[config.mk]
export PLATFORM = sky130hd
export DESIGN_NAME = deferred_step_aggregator
export DESIGN_NICKNAME = d
export VERILOG_FILES = /design/src/rtl/deferred_step_aggregator.sv
export SDC_FILE = /design/constraint.sdc
export NUM_CORES = 1
export LEC_CHECK = 0
export ABC_AREA = 1
export CORE_ASPECT_RATIO = 0.9
export CORE_MARGIN = 2
export CORE_UTILIZATION = 64
export CTS_CLUSTER_DIAMETER = 40
export DETAILED_ROUTE_END_ITERATION = 6
export MAX_ROUTING_LAYER = met4
export PLACE_DENSITY = 0.86
export SYNTH_ARGS = -nofsm -noshare
export SYNTH_HDL_FRONTEND = slang
export SYNTH_SLANG_ARGS = --single-unit
[constraint.sdc]
create_clock -name clock -period 14.51 [get_ports clock]
set_input_delay 2.902 -clock clock [delete_from_list [all_inputs] [get_ports clock]]
set_output_delay 2.902 -clock clock [all_outputs]
set_load 0.005 [all_outputs]
[src/rtl/deferred_step_aggregator.sv]
// deferred_step_aggregator
// Collects per-core commit step counts into coalesced host "nstep" batches.
// A batch is flushed on count threshold, idle timeout or an explicit request,
// and it is offered to the host bridge on a valid/ready channel. The block also
// latches the host's deferred result code.
//
// Handshake: nstep_valid rises only with a complete batch. Once raised, it stays
// high with nstep_count and nstep_mask frozen until a cycle where nstep_valid and
// nstep_ready are both high. That cycle is the transfer. nstep_ready may toggle
// freely, and it is ignored while nstep_valid is low.
module deferred_step_aggregator #(
  parameter int              NUM_CH         = 4,
  parameter int              STEP_W         = 8,
  parameter int              ACC_W          = 32,
  parameter longint unsigned FLUSH_THRESH   = 64,
  parameter int unsigned     TIMEOUT        = 256,
  parameter bit              STICKY_RESULT  = 1'b1,
  parameter bit              STOP_ON_RESULT = 1'b1
) (
  input  logic                     clock,
  input  logic                     reset,
  input  logic [NUM_CH*STEP_W-1:0] step,
  input  logic                     flush_req,
  output logic                     nstep_valid,
  input  logic                     nstep_ready,
  output logic [ACC_W-1:0]         nstep_count,
  output logic [NUM_CH-1:0]        nstep_mask,
  input  logic                     result_valid,
  input  logic [7:0]               result_code,
  output logic [7:0]               simv_result,
  output logic                     result_sticky,
  output logic                     overflow_err,
  output logic [1:0]               fsm_state
);

  // A per-cycle sum of all channels never overflows this width.
  localparam int SUM_W  = STEP_W + $clog2(NUM_CH);
  // The additions are one bit wider than either operand, so saturation is a plain compare.
  localparam int WIDE_W = ((ACC_W > SUM_W) ? ACC_W : SUM_W) + 1;
  // The timer only has to count 0 .. TIMEOUT-1.
  localparam int TMR_W  = (TIMEOUT > 1) ? $clog2(TIMEOUT) : 1;

  localparam logic [ACC_W-1:0] ACC_MAX  = {ACC_W{1'b1}};
  localparam logic [ACC_W-1:0] THRESH_V = ACC_W'(FLUSH_THRESH);
  localparam logic [TMR_W-1:0] TMR_LAST = TMR_W'((TIMEOUT == 0) ? 0 : TIMEOUT - 1);

  typedef enum logic [1:0] {
    S_IDLE  = 2'd0,
    S_ACCUM = 2'd1,
    S_OFFER = 2'd2
  } state_t;

  state_t             state;
  logic [ACC_W-1:0]   acc;
  logic [NUM_CH-1:0]  mask;
  logic [ACC_W-1:0]   spare;
  logic [NUM_CH-1:0]  spare_mask;
  logic [TMR_W-1:0]   timer;

  logic [SUM_W-1:0]   step_sum;
  logic [NUM_CH-1:0]  step_bits;
  logic               take_steps;
  logic [SUM_W-1:0]   eff_sum;
  logic [NUM_CH-1:0]  eff_bits;

  logic [WIDE_W-1:0]  acc_wide;
  logic               acc_sat_hit;
  logic [ACC_W-1:0]   nacc;
  logic [WIDE_W-1:0]  spare_wide;
  logic               spare_sat_hit;
  logic [ACC_W-1:0]   spare_nacc;

  logic               thresh_hit;
  logic               timeout_hit;

  assign fsm_state = state;

  // Sum the channel step counts and note which channels committed this cycle.
  always_comb begin
    step_sum  = '0;
    step_bits = '0;
    for (int i = 0; i < NUM_CH; i++) begin
      step_sum     = step_sum + SUM_W'(step[i*STEP_W +: STEP_W]);
      step_bits[i] = |step[i*STEP_W +: STEP_W];
    end
  end

  // After a nonzero result the simulation is finishing, so new commits are dropped.
  assign take_steps = !(STOP_ON_RESULT && result_sticky);
  assign eff_sum    = take_steps ? step_sum  : '0;
  assign eff_bits   = take_steps ? step_bits : '0;

  // The primary accumulator is always zero in IDLE, so this adder also gives the
  // first value of a new batch.
  always_comb begin
    acc_wide    = WIDE_W'(acc) + WIDE_W'(eff_sum);
    acc_sat_hit = (acc_wide > WIDE_W'(ACC_MAX));
    nacc        = acc_sat_hit ? ACC_MAX : acc_wide[ACC_W-1:0];
  end

  // The spare accumulator collects steps while a batch is waiting for the host.
  always_comb begin
    spare_wide    = WIDE_W'(spare) + WIDE_W'(eff_sum);
    spare_sat_hit = (spare_wide > WIDE_W'(ACC_MAX));
    spare_nacc    = spare_sat_hit ? ACC_MAX : spare_wide[ACC_W-1:0];
  end

  assign thresh_hit  = (nacc >= THRESH_V);
  assign timeout_hit = (TIMEOUT != 0) && (timer == TMR_LAST);

  // Batch FSM: it accumulates, decides to flush, and holds the offered batch until it is accepted.
  always_ff @(posedge clock) begin
    if (reset) begin
      state        <= S_IDLE;
      acc          <= '0;
      mask         <= '0;
      spare        <= '0;
      spare_mask   <= '0;
      timer        <= '0;
      nstep_valid  <= 1'b0;
      nstep_count  <= '0;
      nstep_mask   <= '0;
      overflow_err <= 1'b0;
    end else begin
      case (state)
        S_IDLE: begin
          if (eff_sum != '0) begin
            if (acc_sat_hit) overflow_err <= 1'b1;
            timer <= '0;
            if (thresh_hit || flush_req) begin
              state       <= S_OFFER;
              nstep_valid <= 1'b1;
              nstep_count <= nacc;
              nstep_mask  <= eff_bits;
            end else begin
              state <= S_ACCUM;
              acc   <= nacc;
              mask  <= eff_bits;
            end
          end
        end

        S_ACCUM: begin
          if (acc_sat_hit) overflow_err <= 1'b1;
          timer <= timer + 1'b1;
          if (thresh_hit || timeout_hit || flush_req) begin
            state       <= S_OFFER;
            nstep_valid <= 1'b1;
            nstep_count <= nacc;
            nstep_mask  <= mask | eff_bits;
            acc         <= '0;
            mask        <= '0;
          end else begin
            acc  <= nacc;
            mask <= mask | eff_bits;
          end
        end

        S_OFFER: begin
          if (spare_sat_hit) overflow_err <= 1'b1;
          if (nstep_ready) begin
            // Whatever arrived while the batch was waiting becomes the next batch.
            nstep_valid <= 1'b0;
            acc         <= spare_nacc;
            mask        <= spare_mask | eff_bits;
            spare       <= '0;
            spare_mask  <= '0;
            timer       <= '0;
            state       <= (spare_nacc != '0) ? S_ACCUM : S_IDLE;
          end else begin
            spare      <= spare_nacc;
            spare_mask <= spare_mask | eff_bits;
          end
        end

        default: begin
          state       <= S_IDLE;
          nstep_valid <= 1'b0;
        end
      endcase
    end
  end

  // Deferred result latch. In sticky mode the first nonzero code is frozen.
  always_ff @(posedge clock) begin
    if (reset) begin
      simv_result   <= 8'd0;
      result_sticky <= 1'b0;
    end else if (result_valid && (!STICKY_RESULT || !result_sticky)) begin
      simv_result <= result_code;
      if (result_code != 8'd0) result_sticky <= 1'b1;
    end
  end

endmodule

# --- Yosys cells after proc, flatten, opt, wreduce, memory -nomap -nowiden ---
# Index checks and enable logic that the tools add are counted.
word_totals:
  output_inout_bits: 49
  input_bits: 45
  wordCells: 96
  register_bits: 129
op_classes:
  n_lt_le_gt_ge: 3
  eq_ne: 9
  n_bitwise: 2
  reduce_logical: 22
  add_sub_neg: 6
  muxes: 42
ops:
  columns: ["cell", "count"]
  rows:
  - ["$mux W32", 10]
  - ["$pmux W32 S3", 1]
  - ["$add A32 B10 Y33", 2]
  - ["$gt A33 B32 Y1 const B", 2]
  - ["$pmux W32 S2", 1]
  - ["$mux W4", 9]
  - ["$ge A32 B7 Y1 const B", 1]
  - ["$reduce_bool A32 Y1", 1]
  - ["$reduce_or A8 Y1", 4]
  - ["$pmux W8 S3", 1]
  - ["$mux W8", 2]
  - ["$ne A2 B2 Y1 const B", 6]
  - ["$pmux W4 S3", 1]
  - ["$reduce_and A4 Y1", 3]
  - ["$add A10 B8 Y10", 1]
  - ["$add A9 B8 Y10", 1]
  - ["$mux W10", 1]
  - ["$reduce_bool A10 Y1", 1]
  - ["$add A8 B8 Y9", 1]
  - ["$reduce_and A3 Y1", 3]
  - ["$add A8 B1 Y8 const B", 1]
  - ["$eq A8 B8 Y1 const B", 1]
  - ["$mux W1", 8]
  - ["$mux W2", 4]
  - ["14 further kinds", 18]

# --- Longest topological paths before layout ---
# Gate-level depths: netlist of the first run.
logic_depth:
  ltp_word: 12
  depth_mapped: 38
  mapped_depth_nobuf: 37

# --- Worst setup path before layout of the first run ---
# Ideal clock, no wire load.
synth_timing:
  kind: "input to register"
  start: "input step[1]"
  end: "register acc[12]"
  path_stages: 32
  path_slack_ns: 7.330
  arrival_ns: 7.066
  required_time_ns: 14.396
  cell_sequence: "inv_1 -> fa_1 -> fa_1 -> inv_1 -> ha_1 -> inv_1 -> fa_1 -> inv_1 -> nand4_1 -> nand3_1 -> or2_2 -> nand3_1 -> inv_1 -> ha_1 -> nand2_1 -> inv_2 -> a21oi_1 -> nand2_1 -> nand2_2 -> nand2_2 -> nand2_2 -> buf_6 -> nand2_1 -> nor2_1 -> nand3_2 -> nor2_4 -> nand2_1 -> nand2_2 -> nand2_4 -> buf_2 -> a21oi_1 -> nor2_1"
synth_via:
  elab_chain_cells: 12
  word_cells_on_any_way: 23
  classes_between: "add/sub: 5; order compare: 3; eq/ne: 2; mux: 8; reduce/logical: 5"
synth_lines:
  columns: ["item", "line_no", "rtl"]
  rows:
  - ["start: declaration", "22", "input logic [NUM_CH*STEP_W-1:0] step,"]
  - ["$add A8 B8 Y9 *", "83", "step_sum = step_sum + SUM_W'(step[i*STEP_W +: STEP_W]);"]
  - ["$add A9 B8 Y10 *", "83", null]
  - ["$add A10 B8 Y10 *", "83", null]
  - ["$mux W10 *", "90", "assign eff_sum = take_steps ? step_sum : '0;"]
  - ["$add A32 B10 Y33", "96", "acc_wide = WIDE_W'(acc) + WIDE_W'(eff_sum);"]
  - ["$gt A33 B32 Y1", "97", "acc_sat_hit = (acc_wide > WIDE_W'(ACC_MAX));"]
  - ["$mux W32", "98", "nacc = acc_sat_hit ? ACC_MAX : acc_wide[ACC_W-1:0];"]
  - ["$ge A32 B7 Y1", "108", "assign thresh_hit = (nacc >= THRESH_V);"]
  - ["$logic_or A1 B1 Y1 (2 in a row)", "146", "if (thresh_hit || timeout_hit || flush_req) begin"]
  - ["$mux W32", "146", null]
  - ["$pmux W32 S3", "125", "case (state)"]
  - ["end signal: assignment", "137", "acc <= nacc;"]
  - ["end signal: assignment", "154", "acc <= nacc;"]
  - ["end signal: assignment", "164", "acc <= spare_nacc;"]
  - ["end: declaration", "54", "logic [ACC_W-1:0] acc;"]
# Every way passes the cells marked *; elsewhere a longest branch is shown, timed or not. The select of a mux whose other input is x is not followed.
# A chain may end at the register's enable or synchronous reset.

# --- Worst setup path in the final report of the first run ---
layout_timing:
  start: "input step[1]"
  end: "register nstep_count[12]"
layout_via:
  elab_chain_cells: 12
  word_cells_on_any_way: 20
  classes_between: "add/sub: 4; order compare: 2; eq/ne: 3; mux: 6; reduce/logical: 5"
layout_lines:
  columns: ["item", "line_no", "rtl"]
  rows:
  - ["$add A8 B8 Y9 *", "83", null]
  - ["$add A9 B8 Y10 *", "83", null]
  - ["$add A10 B8 Y10 *", "83", null]
  - ["$mux W10 *", "90", null]
  - ["$add A32 B10 Y33", "96", null]
  - ["$gt A33 B32 Y1", "97", null]
  - ["$mux W32", "98", null]
  - ["$ge A32 B7 Y1", "108", null]
  - ["$logic_or A1 B1 Y1 (2 in a row)", "146", null]
  - ["$ne A2 B2 Y1 (no line)", null, null]
  - ["$reduce_and A4 Y1 (no line)", null, null]
  - ["end signal: assignment", "133", "nstep_count <= nacc;"]
  - ["end signal: assignment", "149", "nstep_count <= nacc;"]
  - ["end: declaration", "26", "output logic [ACC_W-1:0] nstep_count,"]
# Marked as above.

==> impl_metrics.csv, run 1 <==
group,metric,value,unit
finish,post-route-util,75.4,%
sta,period_share,63.1,%
place,place_worst_setup_slack,5.10,ns
clock_network,clockBufferDepth,2,
sta,worst_pin_slew,0.977,ns
finish,drive_gt1_share,4.68,%
detailed_routing,drt_iter0_drc,948,
worst_setup_path,critPathSlowestCell,"nand3_2",
detailed_routing,drt-total-wl,28100,µm
sta,skew,0.00886,ns
finish,fin_cells,1975,
clock_network,postCtsSetupRepairBufs,0,
logic_synthesis,syn_inst,1701,
finish,seq_area,0.00258,mm²
pwr,power_leakage,5.97,nW
finish,synthToLayoutAreaGrowth,15.6,%
die,die_area,0.0166,mm²
clock_network,cts_root_buf,"clkbuf_16",
die,rows,43,
detailed_routing,vias_per_cell,5.43,
worst_setup_path,crit_buf_inv,9,
sta,slew_violations,0,
global_routing,track_usage,36.0,%
worst_setup_path,crit_path_start_kind,"input port",
logic_synthesis,yosysTopAreaCellShare,25.8,%
pwr,irDropWorstVdd,143,µV
flow_run,maxCapViolCount,0,
logic_synthesis,yosysWarnings,0,
place,gp_congestion,1.02,
logic_synthesis,synth_cell_types,42,
sta,slew_headroom,34.4,%
finish,num_antenna_cells,0,
worst_setup_path,path_common_cell,"nand2_1",
die,core,0.0153,mm²
logic_synthesis,ys_ff_latch,129,
clock_network,path_clk_slew,0.06,ns
logic_synthesis,synth_area_leader_cell,"dfxtp_1",
worst_setup_path,r2r_setup_slack,9.45,ns
clock_network,cts_tree,"yes",
sta,final-setup-viol-count,0,
detailed_routing,wl_per_cell,14.2,µm
worst_setup_path,crit_family,"simple AND/OR/NAND/NOR gates",
clock_network,cts_made_buffers,17,
die,io_pins,94,
sta,period_needed,9.15,ns
worst_setup_path,crit_path_end_kind,"flip-flop",
die,die_w,136,µm
run_status,status,"complete, no violations",
detailed_routing,drc,0,
logic_synthesis,avgSynthCellArea,5.88,µm²
detailed_routing,vias,10725,
sta,tns,0,ns
clock_network,h-tree-depth,4,
logic_synthesis,syn-cell-area,0.0100,mm²
worst_setup_path,arrival,9.47,ns
sta,hold_violations,0,
finish,fillers,1293,
logic_synthesis,ys_seq_area_share,25.8,%
pwr,power.density,173,mW/mm²
place,portBuffers,93,
clock_network,cts_sinks,129,
place,dp_hpwl,21300,µm
global_routing,grt.overflow.total,0,
logic_synthesis,yosys-top-cells-area,"dfxtp_1 26%, nand2_1 21%, inv_1 10%",
die,fp.dieH,123,µm
worst_setup_path,cpPeakStageDelay,0.73,ns
clock_network,cts_hold_buf,0,
die,start_util,65.2,%
finish,layout_common_cells,"555 x nand2_1, 271 x inv_1, 197 x nor2_1",
clock_network,cts-resized-gates,0,
logic_synthesis,synth.net_count,1798,
finish,layout.nets,1858,
finish,final_common_cell,"nand2_1",
worst_setup_path,critPathRequiredTime,14.83,ns
min_path,hp-class,"flip-flop to flip-flop",
global_routing,grt_max_degree,76,
sta,layout_setup_ws,5.36,ns
worst_setup_path,critical_path_class,"input port to flip-flop",
detailed_routing,antenna_left,0,
place,dp.cells,1944,
worst_setup_path,cp_max_fo,51,
finish,multiInputGateArea,0.00601,mm²
sta,rsz0062_at_grt,"no",
clock_network,insertion_delay,0.44,ns
detailed_routing,drt-pass1-iter-count,6,
global_routing,antenna_found_initial,0,
global_routing,grt_pass1_wl,46500,µm
global_routing,grt_pass1_vias,9790,
sta,timing.fmax,109,MHz
## stage by stage
stage | area (µm²) | hold WS, ns | power (mW)
6_report | 11600 | 0.450 | 2.00
5_1_grt | 11600 | 0.497 | 2.15
4_1_cts | 11600 | 0.453 | 1.98
3_5_place_dp | 10900 | 0.444 | 1.51
3_3_place_gp | 10900 | 0.439 | 1.49
2_1_floorplan | 10000 | 0.442 | 1.24
## synth_stat cells (all sizes together)
| master | instances |
|---|---|
| xnor2 | 9 |
| clkinv | 12 |
| and3b | 1 |
| nor4 | 3 |
| o21ai | 26 |
| inv | 289 |
| nand2 | 562 |
| buf | 26 |
| a211oi | 1 |
| or2 | 7 |
| dfxtp | 129 |
| nor3b | 3 |
| xor2 | 17 |
| o41ai | 4 |
| a31oi | 2 |
| clkbuf | 30 |
| a21o | 1 |
| o2111ai | 1 |
| and2 | 3 |
| o21bai | 1 |
| ha | 34 |
| a21oi | 116 |
| fa | 18 |
| nor3 | 20 |
| nor2 | 205 |
| nand3 | 113 |
| a21boi | 1 |
| nand4 | 57 |
| nand3b | 10 |
## worst min-delay path, delay by kind of cell (launching register included)
family                 cells  cell delay, ns
DFF                        1            0.31
buffers and inverters      1            0.05
AOI/OAI and AO/OA          1            0.05
## report_power, final
part           switching (mW)  internal (mW)  total [mW]
registers              0.0571          0.433       0.490
clock network           0.174          0.289       0.463
logic                   0.668          0.380        1.05
## logic make-up after synthesis
kind of cell,count (synthesis),synth area share [%]
flip-flops,129,25.8
XOR/XNOR,26,2.28
AND/OR/NAND/NOR,984,41.8
AO/OA/AOI/OAI,153,8.04
buffers and inverters,357,14.2
adder cells (fa/ha/maj),52,7.86
## registers in the layout, summed over array words and instances (netlist names)
register,count
acc,32
nstep_count,32
spare,32
simv_result,8
timer,8
mask,4
nstep_mask,4
spare_mask,4
fsm_state,2
nstep_valid,1
overflow_err,1
result_sticky,1
## final cells by class
type	instances	area share (%)
multi-input cells	1215	52.0
repair buffers	97	8.31
inverters	301	9.77
well taps	202	2.19
clock buffers	17	3.68
flip-flops and latches	129	22.3
clock inverters	14	1.76
## routing by layer
layer	vias to the layer above	wire length (µm)	track usage [%]
li1	5388	-	-
met1	4811	12600	48.0
met2	477	12500	55.7
met3	49	2590	6.98
met4	0	503	11.0
met5	-	0	-
## worst paths after layout
path | start | endpoint | cells past startpoint
worst min-delay path | overflow_err | overflow_err | 2
worst max register to register | result_sticky | nstep_count[12] | 22
worst max-delay path | step[1] | nstep_count[12] | 34
worst min register to register | overflow_err | overflow_err | 2
(Power assumes the default switching activity.)
==> inputs of run 2 (changes only) <==
- CORE_UTILIZATION: 64 -> 59
- PLACE_DENSITY: 0.86 -> 0.8
- clock period: 14.51 -> 9.4 ns (I/O delays scaled with it)
==> run 2 against run 1 <==
Net effect:
- wire length down 0.26%
- global-route usage down 3.4 points
- critical path depth fell by 4
- clock skew shrank 0.00087 ns
- flip-flop and latch count stayed put
- worst setup slack got worse by 3.9 ns
- first-iteration DRC count is 3.4% higher
- combinational power rose by 53%
- via count shrank 2.2%
- total power grew 52%
- non-clock buffer count grew 1
- clock power rose by 46%
- critical endpoint is now nstep_count[29]
- largest cell class unchanged
==> impl_metrics.csv, run 2 (synthesis results as in run 1) <==
group,metric,value,unit
detailed_routing,drt-total-wl,28100,µm
worst_setup_path,critPathRequiredTime,9.72,ns
finish,multiInputGateArea,0.00601,mm²
sta,rsz0062_at_grt,"no",
global_routing,grt_max_degree,83,
detailed_routing,antenna_left,0,
place,dp_hpwl,21500,µm
die,start_util,59.8,%
worst_setup_path,critical_path_class,"input port to flip-flop",
clock_network,clockBufferDepth,2,
clock_network,cts_hold_buf,0,
die,die_area,0.0180,mm²
sta,timing.fmax,126,MHz
min_path,hp-class,"flip-flop to flip-flop",
global_routing,track_usage,32.6,%
clock_network,insertion_delay,0.43,ns
clock_network,postCtsSetupRepairBufs,0,
worst_setup_path,critPathSlowestCell,"nand3_4",
detailed_routing,vias_per_cell,5.28,
sta,skew,0.00799,ns
finish,layout_common_cells,"555 x nand2_1, 271 x inv_1, 197 x nor2_1",
global_routing,grt_pass1_vias,9471,
pwr,power_leakage,5.96,nW
worst_setup_path,path_common_cell,"nand2_1",
worst_setup_path,cpPeakStageDelay,0.63,ns
clock_network,h-tree-depth,4,
sta,final-setup-viol-count,0,
detailed_routing,vias,10484,
sta,period_needed,7.96,ns
pwr,power.density,263,mW/mm²
pwr,irDropWorstVdd,214,µV
place,portBuffers,93,
worst_setup_path,arrival,8.28,ns
worst_setup_path,cp_max_fo,39,
detailed_routing,wl_per_cell,14.1,µm
sta,slew_violations,0,
sta,period_share,84.7,%
finish,synthToLayoutAreaGrowth,15.5,%
detailed_routing,drc,0,
clock_network,cts_tree,"yes",
die,die_w,141,µm
die,core,0.0167,mm²
global_routing,antenna_found_initial,0,
detailed_routing,drt_iter0_drc,980,
finish,largestRegisters,"acc x32, nstep_count x32, spare x32",
clock_network,cts-resized-gates,0,
sta,slew_headroom,38.8,%
detailed_routing,drt-pass1-iter-count,6,
global_routing,grt_pass1_wl,46300,µm
finish,layout.nets,1859,
finish,seq_area,0.00258,mm²
finish,final_common_cell,"nand2_1",
clock_network,cts_made_buffers,17,
sta,tns,0,ns
sta,worst_pin_slew,0.912,ns
worst_setup_path,crit_path_end_kind,"flip-flop",
finish,drive_gt1_share,4.79,%
flow_run,maxCapViolCount,0,
global_routing,grt.overflow.total,0,
die,fp.dieH,128,µm
sta,holdWs,0.457,ns
place,gp_congestion,0.997,
run_status,status,"complete, no violations",
finish,fillers,1568,
clock_network,cts_sinks,129,
worst_setup_path,crit_path_start_kind,"input port",
clock_network,cts_root_buf,"clkbuf_16",
die,rows,45,
die,io_pins,94,
sta,hold_violations,0,
finish,num_antenna_cells,0,
clock_network,path_clk_slew,0.06,ns
## run 2: cell count changes in the layout (fill, tap and decap cells not counted), sizes merged
cell	change
clkinvlp	+1
buf	+1
bufinv	-2
clkinv	-1
inv	+3
## run 2: layout make-up
class / count / share of cell area [%]
clock buffers: 17 / 3.68
clock inverters: 15 / 1.47
inverters: 301 / 9.78
multi-input cells: 1215 / 52.0
flip-flops and latches: 129 / 22.4
well taps: 211 / 2.29
repair buffers: 98 / 8.39
## run 2: layer usage
| layer | track usage, % | part of all wire (%) | up-vias |
|---|---|---|---|
| li1 | - | - | 5392 |
| met1 | 45.8 | 47 | 4702 |
| met2 | 49.0 | 43 | 355 |
| met3 | 6.07 | 8.0 | 35 |
| met4 | 7.41 | 1.3 | 0 |
| met5 | - | 0 | - |
## run 2: per-stage QoR
step	setup WS [ns]	utilization (%)	total power [mW]	instance area (µm²)	cells
2_1_floorplan	3.24	-	1.91	10000	1701
3_3_place_gp	1.36	65.5	2.31	11000	1954
3_5_place_dp	1.14	65.5	2.33	11000	1954
4_1_cts	1.54	69.1	3.02	11500	1986
5_1_grt	0.913	69.1	3.30	11500	1986
6_report	1.44	69.1	3.04	11500	1986
## run 2: worst max-delay path: cells and delay by family
| family | cells | cell delay (ns) |
|---|---|---|
| compound gates | 2 | 0.29 |
| fa+ha+maj | 5 | 1.98 |
| buf+inv | 7 | 1.10 |
| simple gates | 16 | 3.00 |
## run 2: power breakdown
group          switching (mW)  internal (mW)
combinational            1.02          0.585
clock                   0.280          0.397
sequential             0.0859          0.669
total                    1.39           1.65
## run 2: final timing paths
check,start,endpoint,slack (ns),cells past startpoint
setup / recovery,step[1],nstep_count[29],1.44,30
hold reg to reg,overflow_err,overflow_err,0.46,2
setup reg to reg,result_sticky,nstep_count[29],4.45,22
hold / removal,overflow_err,overflow_err,0.46,2
==> inputs of run 3 (changes only) <==
- clock period: 9.4 -> 7.5 ns (I/O delays scaled with it)
==> run 3 against run 2 <==
Net effect:
- largest cell class unchanged
- highest routed layer unchanged
- core utilization up 0.58 points
- sequential share of layout area shrank 0.19 points
- critical endpoint is now acc[29]
- via count rose by 0.31%
==> impl_metrics.csv, run 3 (synthesis results as in run 1) <==
group,metric,value,unit
detailed_routing,drc,0,
finish,fillers,1536,
clock_network,cts_sinks,129,
pwr,p_int,2.12,mW
global_routing,grt_pass1_vias,9602,
pwr,combPwrFrac,52.6,%
pwr,power.density,331,mW/mm²
place,dp_hpwl,21000,µm
place,dpl-instance-area,0.0110,mm²
detailed_routing,wl_per_cell,14.0,µm
detailed_routing,drt-pass1-iter-count,6,
clock_network,cts_made_buffers,17,
worst_setup_path,reg2regPathDepth,20,
pwr,power_frac_clock,22.8,%
finish,layout.nets,1866,
clock_network,cts_tree,"yes",
worst_setup_path,critPathSlowestCell,"fa_1",
finish,largestRegisters,"acc x32, nstep_count x32, spare x32",
global_routing,grt.overflow.total,0,
finish,design_area,0.0116,mm²
clock_network,clockBufferDepth,2,
die,core,0.0167,mm²
sta,period_share,92.4,%
sta,slew_violations,0,
flow_run,maxCapViolCount,0,
clock_network,path_clk_slew,0.06,ns
clock_network,cts_root_buf,"clkbuf_16",
global_routing,track_usage,32.9,%
finish,num_antenna_cells,0,
die,io_pins,94,
sta,worst_pin_slew,1.24,ns
worst_setup_path,cpPeakStageDelay,0.60,ns
pwr,pwr-share-seq,24.6,%
clock_network,h-tree-depth,4,
sta,hold_violations,0,
worst_setup_path,crit_path_start_kind,"input port",
die,fp.dieH,128,µm
pwr,power_leakage,6.01,nW
worst_setup_path,arrival,7.25,ns
finish,layout_common_cells,"555 x nand2_1, 271 x inv_1, 197 x nor2_1",
pwr,p_total,3.86,mW
finish,multiInputGateArea,0.00604,mm²
pwr,power.switching,1.74,mW
sta,timing.fmax,144,MHz
finish,seq_area,0.00258,mm²
worst_setup_path,cp_max_fo,31,
worst_setup_path,critical_path_class,"input port to flip-flop",
die,die_w,141,µm
worst_setup_path,path_common_cell,"nand2_1",
detailed_routing,vias_per_cell,5.28,
min_path,hp-class,"flip-flop to flip-flop",
run_status,status,"complete, no violations",
sta,slew_headroom,17.2,%
die,start_util,59.8,%
die,die_area,0.0180,mm²
finish,final_common_cell,"nand2_1",
place,gp_congestion,1.07,
place,portBuffers,93,
worst_setup_path,critPathRequiredTime,7.82,ns
pwr,irDropWorstVdd,202,µV
global_routing,grt_max_degree,83,
sta,final-setup-viol-count,0,
worst_setup_path,crit_path_end_kind,"flip-flop",
finish,synthToLayoutAreaGrowth,16.4,%
detailed_routing,drt_iter0_drc,1047,
finish,drive_gt1_share,5.16,%
detailed_routing,vias,10516,
pwr,sw_frac_of_total,45.0,%
detailed_routing,drt-total-wl,28000,µm
sta,rsz0062_at_grt,"no",
sta,skew,0.00799,ns
global_routing,antenna_found_initial,0,
sta,period_needed,6.93,ns
clock_network,insertion_delay,0.43,ns
min_path,hold_depth,2,
detailed_routing,antenna_left,0,
global_routing,grt_pass1_wl,46500,µm
die,rows,45,
run 3: timing repair:
item,4_1_cts,5_1_grt
setup buffers,0,0
resized for setup,0,3
hold buffers,0,0
setup endpoints to repair,0,36
run 3: path summary, 6_finish.rpt:
path	start	endpoint	slack, ns
worst max register to register	result_sticky	acc[29]	3.51
worst min-delay path	overflow_err	overflow_err	0.45
worst min register to register	overflow_err	overflow_err	0.45
worst max-delay path	step[1]	acc[29]	0.57
run 3: stage by stage:
stage	setup TNS (ns)	hold slack [ns]	util, %	cells	worst slack, ns
3_3_place_gp	0	0.441	65.7	1960	0.125
6_report	0	0.449	69.6	1993	0.570
5_1_grt	0	0.491	69.6	1993	0.0786
4_1_cts	0	0.455	69.4	1992	0.405
2_1_floorplan	0	0.442	-	1701	1.72
3_5_place_dp	-0.00724	0.443	65.7	1960	-0.00594
run 3: power by group through the flow:
stage / clock network, mW / logic (mW) / registers, mW
floorplan: 0 / 1.46 / 0.939
detailed placement: 0 / 1.94 / 0.959
global placement: 0 / 1.91 / 0.954
global route: 0.919 / 2.29 / 0.965
CTS: 0.887 / 1.97 / 0.944
finish: 0.880 / 2.03 / 0.947
run 3: metal layers:
metal,wire [µm],up-vias,global-route usage (%)
met2,12100,429,49.1
li1,-,5407,-
met4,516,0,9.59
met5,0,-,-
met3,2560,48,6.00
met1,12800,4632,45.8
run 3: worst max-delay path: cells and delay by family:
family	cells	cell delay, ns
adder cells (fa/ha/maj)	5	1.91
buffers and inverters	5	0.85
AND/OR/NAND/NOR	18	2.46
AO/OA/AOI/OAI	3	0.50
run 3: cell type report:
cell class	count	share of cell area (%)
Tap cell	211	2.27
Timing Repair Buffer	104	8.70
Clock buffer	18	3.77
Multi-Input combinational cell	1216	51.8
Sequential cell	129	22.2
Clock inverter	14	1.54
Inverter	301	9.70
